**src/rtl/tt_uart.sv**
```systemverilog
// 8N1 UART core: console-side four-phase handshakes on both directions,
// physical txd/rxd pins, bit timing derived from the system clock.
module tt_uart #(
    parameter int CLKS_PER_BIT = 5208
) (
    input  logic       clk,
    input  logic       reset,
    input  logic       tx_req,
    input  logic [7:0] tx_data,
    output logic       tx_ack,
    output logic       tx_empty,
    output logic       txd,
    input  logic       rxd,
    input  logic       rx_req,
    output logic       rx_ack,
    output logic       rx_empty,
    output logic [7:0] rx_data,
    output logic       rx_ferr,
    output logic       rx_overrun
);
    localparam int CW = $clog2(CLKS_PER_BIT);
    localparam logic [CW-1:0] BIT_LAST  = CW'(CLKS_PER_BIT - 1);
    localparam logic [CW-1:0] HALF_LAST = CW'(CLKS_PER_BIT / 2 - 1);

    localparam logic [1:0] TX_IDLE = 2'd0;
    localparam logic [1:0] TX_SEND = 2'd1;
    localparam logic [1:0] TX_DONE = 2'd2;

    localparam logic [1:0] RX_IDLE  = 2'd0;
    localparam logic [1:0] RX_START = 2'd1;
    localparam logic [1:0] RX_DATA  = 2'd2;
    localparam logic [1:0] RX_STOP  = 2'd3;

    logic [1:0]    tx_state;
    logic [CW-1:0] tx_cnt;
    logic [3:0]    tx_bit;
    logic [7:0]    tx_shift;
    logic          tx_accept;
    logic          tx_tick;

    assign tx_accept = (tx_state == TX_IDLE) && tx_req && !tx_ack;
    assign tx_tick   = (tx_state == TX_SEND) && (tx_cnt == BIT_LAST);

    // tx_bit 0 is the start bit, 1..8 data, 9 stop; the shifter back-fills ones for the stop bit
    always_ff @(posedge clk) begin
        if (reset) begin
            tx_state <= TX_IDLE;
            txd      <= 1'b1;
            tx_ack   <= 1'b0;
            tx_empty <= 1'b1;
            tx_cnt   <= '0;
            tx_bit   <= 4'd0;
        end else begin
            if (tx_ack && !tx_req)
                tx_ack <= 1'b0;
            case (tx_state)
                TX_IDLE: begin
                    if (tx_accept) begin
                        tx_ack   <= 1'b1;
                        tx_empty <= 1'b0;
                        txd      <= 1'b0;
                        tx_cnt   <= '0;
                        tx_bit   <= 4'd0;
                        tx_state <= TX_SEND;
                    end
                end
                TX_SEND: begin
                    if (tx_tick) begin
                        tx_cnt <= '0;
                        if (tx_bit == 4'd9) begin
                            // skip the DONE wait when the console has already released
                            if (!tx_ack) begin
                                tx_empty <= 1'b1;
                                tx_state <= TX_IDLE;
                            end else begin
                                tx_state <= TX_DONE;
                            end
                        end else begin
                            txd    <= tx_shift[0];
                            tx_bit <= tx_bit + 4'd1;
                        end
                    end else begin
                        tx_cnt <= tx_cnt + CW'(1);
                    end
                end
                TX_DONE: begin
                    if (!tx_ack) begin
                        tx_empty <= 1'b1;
                        tx_state <= TX_IDLE;
                    end
                end
                default: tx_state <= TX_IDLE;
            endcase
        end
    end

    always_ff @(posedge clk) begin
        if (tx_accept)
            tx_shift <= tx_data;
        else if (tx_tick && (tx_bit != 4'd9))
            tx_shift <= {1'b1, tx_shift[7:1]};
    end

    logic          rxd_p0;
    logic          rxd_p1;
    logic [1:0]    rx_state;
    logic [CW-1:0] rx_cnt;
    logic [2:0]    rx_bit;
    logic [7:0]    rx_shift;

    // rxd is asynchronous: two-flop synchronizer, idles high
    always_ff @(posedge clk) begin
        if (reset) begin
            rxd_p0 <= 1'b1;
            rxd_p1 <= 1'b1;
        end else begin
            rxd_p0 <= rxd;
            rxd_p1 <= rxd_p0;
        end
    end

    always_ff @(posedge clk) begin
        if (reset) begin
            rx_state   <= RX_IDLE;
            rx_cnt     <= '0;
            rx_bit     <= 3'd0;
            rx_ack     <= 1'b0;
            rx_empty   <= 1'b1;
            rx_data    <= 8'h00;
            rx_ferr    <= 1'b0;
            rx_overrun <= 1'b0;
        end else begin
            rx_ferr    <= 1'b0;
            rx_overrun <= 1'b0;
            case (rx_state)
                RX_IDLE: begin
                    if (!rxd_p1) begin
                        rx_cnt   <= '0;
                        rx_bit   <= 3'd0;
                        rx_state <= RX_START;
                    end
                end
                RX_START: begin
                    if (rx_cnt == HALF_LAST) begin
                        rx_cnt   <= '0;
                        rx_state <= rxd_p1 ? RX_IDLE : RX_DATA;
                    end else begin
                        rx_cnt <= rx_cnt + CW'(1);
                    end
                end
                RX_DATA: begin
                    if (rx_cnt == BIT_LAST) begin
                        rx_cnt <= '0;
                        rx_bit <= rx_bit + 3'd1;
                        if (rx_bit == 3'd7)
                            rx_state <= RX_STOP;
                    end else begin
                        rx_cnt <= rx_cnt + CW'(1);
                    end
                end
                RX_STOP: begin
                    if (rx_cnt == BIT_LAST) begin
                        rx_state <= RX_IDLE;
                        if (!rxd_p1) begin
                            rx_ferr <= 1'b1;
                        end else if (rx_empty) begin
                            rx_data  <= rx_shift;
                            rx_empty <= 1'b0;
                        end else begin
                            rx_overrun <= 1'b1;
                        end
                    end else begin
                        rx_cnt <= rx_cnt + CW'(1);
                    end
                end
                default: rx_state <= RX_IDLE;
            endcase
            // a load needs rx_empty=1 and a release needs rx_ack=1, so they never coincide
            if (rx_req && !rx_empty && !rx_ack) begin
                rx_ack <= 1'b1;
            end else if (rx_ack && !rx_req) begin
                rx_ack   <= 1'b0;
                rx_empty <= 1'b1;
            end
        end
    end

    always_ff @(posedge clk) begin
        if ((rx_state == RX_DATA) && (rx_cnt == BIT_LAST))
            rx_shift <= {rxd_p1, rx_shift[7:1]};
    end
endmodule

```
**config.mk**
```make
export PLATFORM = sky130hd
export DESIGN_NAME = tt_uart
export DESIGN_NICKNAME = d
export VERILOG_FILES = /design/src/rtl/tt_uart.sv
export SDC_FILE = /design/constraint.sdc
export NUM_CORES = 1
export LEC_CHECK = 0
export CAP_MARGIN = 40
export CELL_PAD_IN_SITES_DETAIL_PLACEMENT = 2
export CELL_PAD_IN_SITES_GLOBAL_PLACEMENT = 2
export CORE_MARGIN = 2
export CORE_UTILIZATION = 36
export DETAILED_ROUTE_END_ITERATION = 8
export GPL_TIMING_DRIVEN = 0
export PLACE_DENSITY = 0.85
export SYNTH_ARGS = -nofsm -noshare
export SYNTH_HDL_FRONTEND = slang
export SYNTH_SLANG_ARGS = --single-unit
```
**constraint.sdc**
```tcl
create_clock -name clk -period 3.5 [get_ports clk]
set_input_delay 0.35 -clock clk [delete_from_list [all_inputs] [get_ports clk]]
set_output_delay 0.35 -clock clk [all_outputs]
set_load 0.02 [all_outputs]
```
==> impl_metrics.tcl <==
set metrics [dict create \
    rsz0062_at_grt "no" \
    critPathMaxFanout 10 \
    slowest_delay_ps 580 \
    final_cell_area_sq_mm 0.00382 \
    yosys_warnings 0 \
    worstPathCellList "ha_1, or3b_1, or4_1, buf_2, nor3b_2, or3_1, buf_2, nor2_1" \
    core_area_sq_mm 0.00868 \
    fin_cells 482 \
    cpLargestDelayFamily "simple AND/OR/NAND/NOR gates" \
    synth_edf_count 16 \
    ir_worst_vdd_mv 0.237 \
    critPathBufInv 2 \
    setup_viol 0 \
    grt_start_max_net_pins 15 \
    drt_first_iter_violations 53 \
    syn-num-nets 355 \
    status "finished clean" \
    routedWlPerCell_um 18.1 \
    met3_length_um 219 \
    n_antenna_cell 0 \
    synth_area_sq_mm 0.00322 \
    worst_pin_slew_ps 824 \
    final_max_slew_viol_count 0 \
    met1Wirelength_um 3720 \
    fp.dieArea_sq_mm 0.00970 \
    yosysTopAreaCell "dfxtp_1" \
    synthFlopType "dfxtp_1" \
    async_flop_share_pct 0 \
    synthCells 331 \
    dr_wl_met2_um 4690 \
    startpoint "rx_cnt[0]$_SDFFE_PP0P_" \
    ys_seq_area_share_pct 48.6 \
    path_common_cell "buf_2" \
    path_depth 8 \
    period_minus_slack_ps 3100 \
    cts_tree "done" \
    cts_root_buf "clkbuf_8" \
    hold_class "reg2reg" \
    synth.distinct_cells 51 \
    synth_common_cells "dfxtp_1, nor2_1, nand2_1" \
    final_util_pct 44.0 \
    endpoint "rx_cnt[2]$_SDFFE_PP0P_" \
    worstPathRequired_ps 3750 \
    rr_endpoint "rx_cnt[2]$_SDFFE_PP0P_" \
    antenna_found_initial 0 \
    io_pins 28 \
    drtAntennaViolNets 0 \
    hold_violations 0 \
    track_usage_pct 19.7 \
    dp_worst_setup_slack_ps 390 \
    drive_above_1_share_pct 8.82 \
    viasPerCell 5.40 \
    clock-skew-final_ps 10.4 \
    die_w_um 98.5 \
    gp_congestion 0.836 \
    postCtsHoldBufs 0 \
    ctsResizeCount 0 \
    vias 2601 \
    grt.overflow.total 0 \
    highest_layer "met4" \
    grt_pass1_vias 3043 \
    fp-row-count 34 \
    yosysMostFrequentCell "dfxtp_1" \
    worstSetupStartpointType "register" \
    ys_ff_latch 70 \
    cap_violations 0 \
    drc 0 \
    io_buffers 26 \
    tns_ps 0 \
    clk_latency_ps 360 \
    htreeDepth 3 \
    cts_buffers 9 \
    fin_nets 393 \
    synth.area.top_cells "dfxtp_1, edfxtp_1, nor2_1" \
    timing.fmax_ghz 0.322 \
    timing.rr.start "rx_cnt[0]$_SDFFE_PP0P_" \
    numClockSinks 70 \
    grt_pass1_wl_um 15200 \
    wirelength_um 8740 \
    clock_path_buffers 2 \
    final.setup.worst_slack_ps 397 \
    crit_arrival_ps 3350 \
    avgSynthCellArea_sq_um 9.71 \
    hpwl_um 6120 \
    rrSetupSlack_ps 400 \
    dp_cells 466 \
    postPlaceCellArea_sq_mm 0.00362 \
    die_h_um 98.5 \
    crit_path_end_kind "register" \
    crit_slowest_cell "nor3b_2" \
    p_leak_nw 1.36 \
    finalCritPeriodShare_pct 88.7 \
    reg2regPathDepth 8 \
    slew-limit-headroom_pct 44.6 \
    synth_top_area_share_pct 33.6 \
    clk_pin_slew_ps 80 \
    synthToLayoutAreaGrowth_pct 18.8 \
    cts_setup_buffers 0 \
    powerDensity_mw_per_mm2 510 \
    start_util_pct 37.1 \
    path_class "reg2reg" \
    first_pass_iters 4 \
]
==> worst reg2reg max path, cell delays in order (launching register included) <==
cell	delay (ps)
dfxtp_1	390
ha_1	360
or3b_1	450
or4_1	480
buf_2	180
nor3b_2	580
or3_1	220
buf_2	250
nor2_1	80
==> metrics by stage <==
| stage | hold WS (ps) | power (W) |
|---|---|---|
| 4_1_cts | 442 | 0.00198 |
| 3_5_place_dp | 422 | 0.00128 |
| 6_report | 433 | 0.00195 |
| 2_1_floorplan | 389 | 0.00116 |
| 5_1_grt | 444 | 0.00204 |
| 3_3_place_gp | 397 | 0.00126 |
==> power breakdown <==
group          total [W]  internal [W]  switching (W)
clock           0.000684      0.000336       0.000348
combinational   0.000356      0.000140       0.000216
sequential      0.000907      0.000879      0.0000271
total            0.00195       0.00136       0.000591
==> metal layers <==
layer,vias to the layer above,global-route usage [%]
met5,-,0
met4,0,4.85
met3,12,4.75
met2,26,37.5
met1,1314,22.0
li1,1249,-
==> sequential cells by signal (all words and copies together) (netlist names), 2 cells and up, named ones only <==
| signal | count |
|---|---|
| rx_data | 8 |
| tx_cnt | 13 |
| rx_shift | 8 |
| tx_bit | 4 |
| tx_shift | 8 |
| tx_state | 2 |
| rx_bit | 3 |
| rx_cnt | 13 |
==> how the worst min path moves through the flow <==
stage | from | end | cells past startpoint
global route | rxd_p0$_SDFF_PP1_ | rxd_p1$_SDFF_PP1_ | 1
floorplan | rxd_p0$_SDFF_PP1_ | rxd_p1$_SDFF_PP1_ | 1
global placement | rxd_p0$_SDFF_PP1_ | rxd_p1$_SDFF_PP1_ | 1
finish | rxd_p0$_SDFF_PP1_ | rxd_p1$_SDFF_PP1_ | 1
detailed placement | rxd_p0$_SDFF_PP1_ | rxd_p1$_SDFF_PP1_ | 1
CTS | rxd_p0$_SDFF_PP1_ | rxd_p1$_SDFF_PP1_ | 1
==> cell families after synthesis <==
logic type / after synthesis / share of synthesized area (%)
AOI/OAI and AO/OA: 42 / 8.56
xor gates and xnor gates: 21 / 5.72
adders and majority gates: 11 / 4.28
buffers and inverters: 25 / 3.00
DFF: 70 / 48.6
muxes: 19 / 6.19
and+or+nand+nor: 143 / 23.7
==> cell type report <==
class | instances | area [sq um]
plain buffers | 18 | 70.1
repair buffers | 27 | 265
clock buffers | 9 | 124
fillers | 939 | 4860
inverters | 7 | 26.3
multi-input cells | 236 | 1560
well taps | 108 | 135
flip-flops and latches | 70 | 1560
clock inverters | 7 | 80.1
==> placed cells by master, fill, tap and decap left out, types with 4 or more instances in the layout <==
cell             count
nor2_1              48
nand4b_1             5
a211oi_1             5
or3_1                5
dfxtp_1             54
mux2_2               7
clkdlybuf4s50_1     26
or2_2                4
xor2_1              11
and3_1               5
nor2b_1              4
a21oi_1             10
clkbuf_1            14
nand3_1             14
nand2_1             18
nor3_1               7
nand2b_1             4
mux2i_1             12
clkbuf_8             9
edfxtp_1            16
xnor2_1             10
nand4_1              8
ha_1                11
inv_1                7
o21ai_0              8
Power figures use the tool's default switching activity.
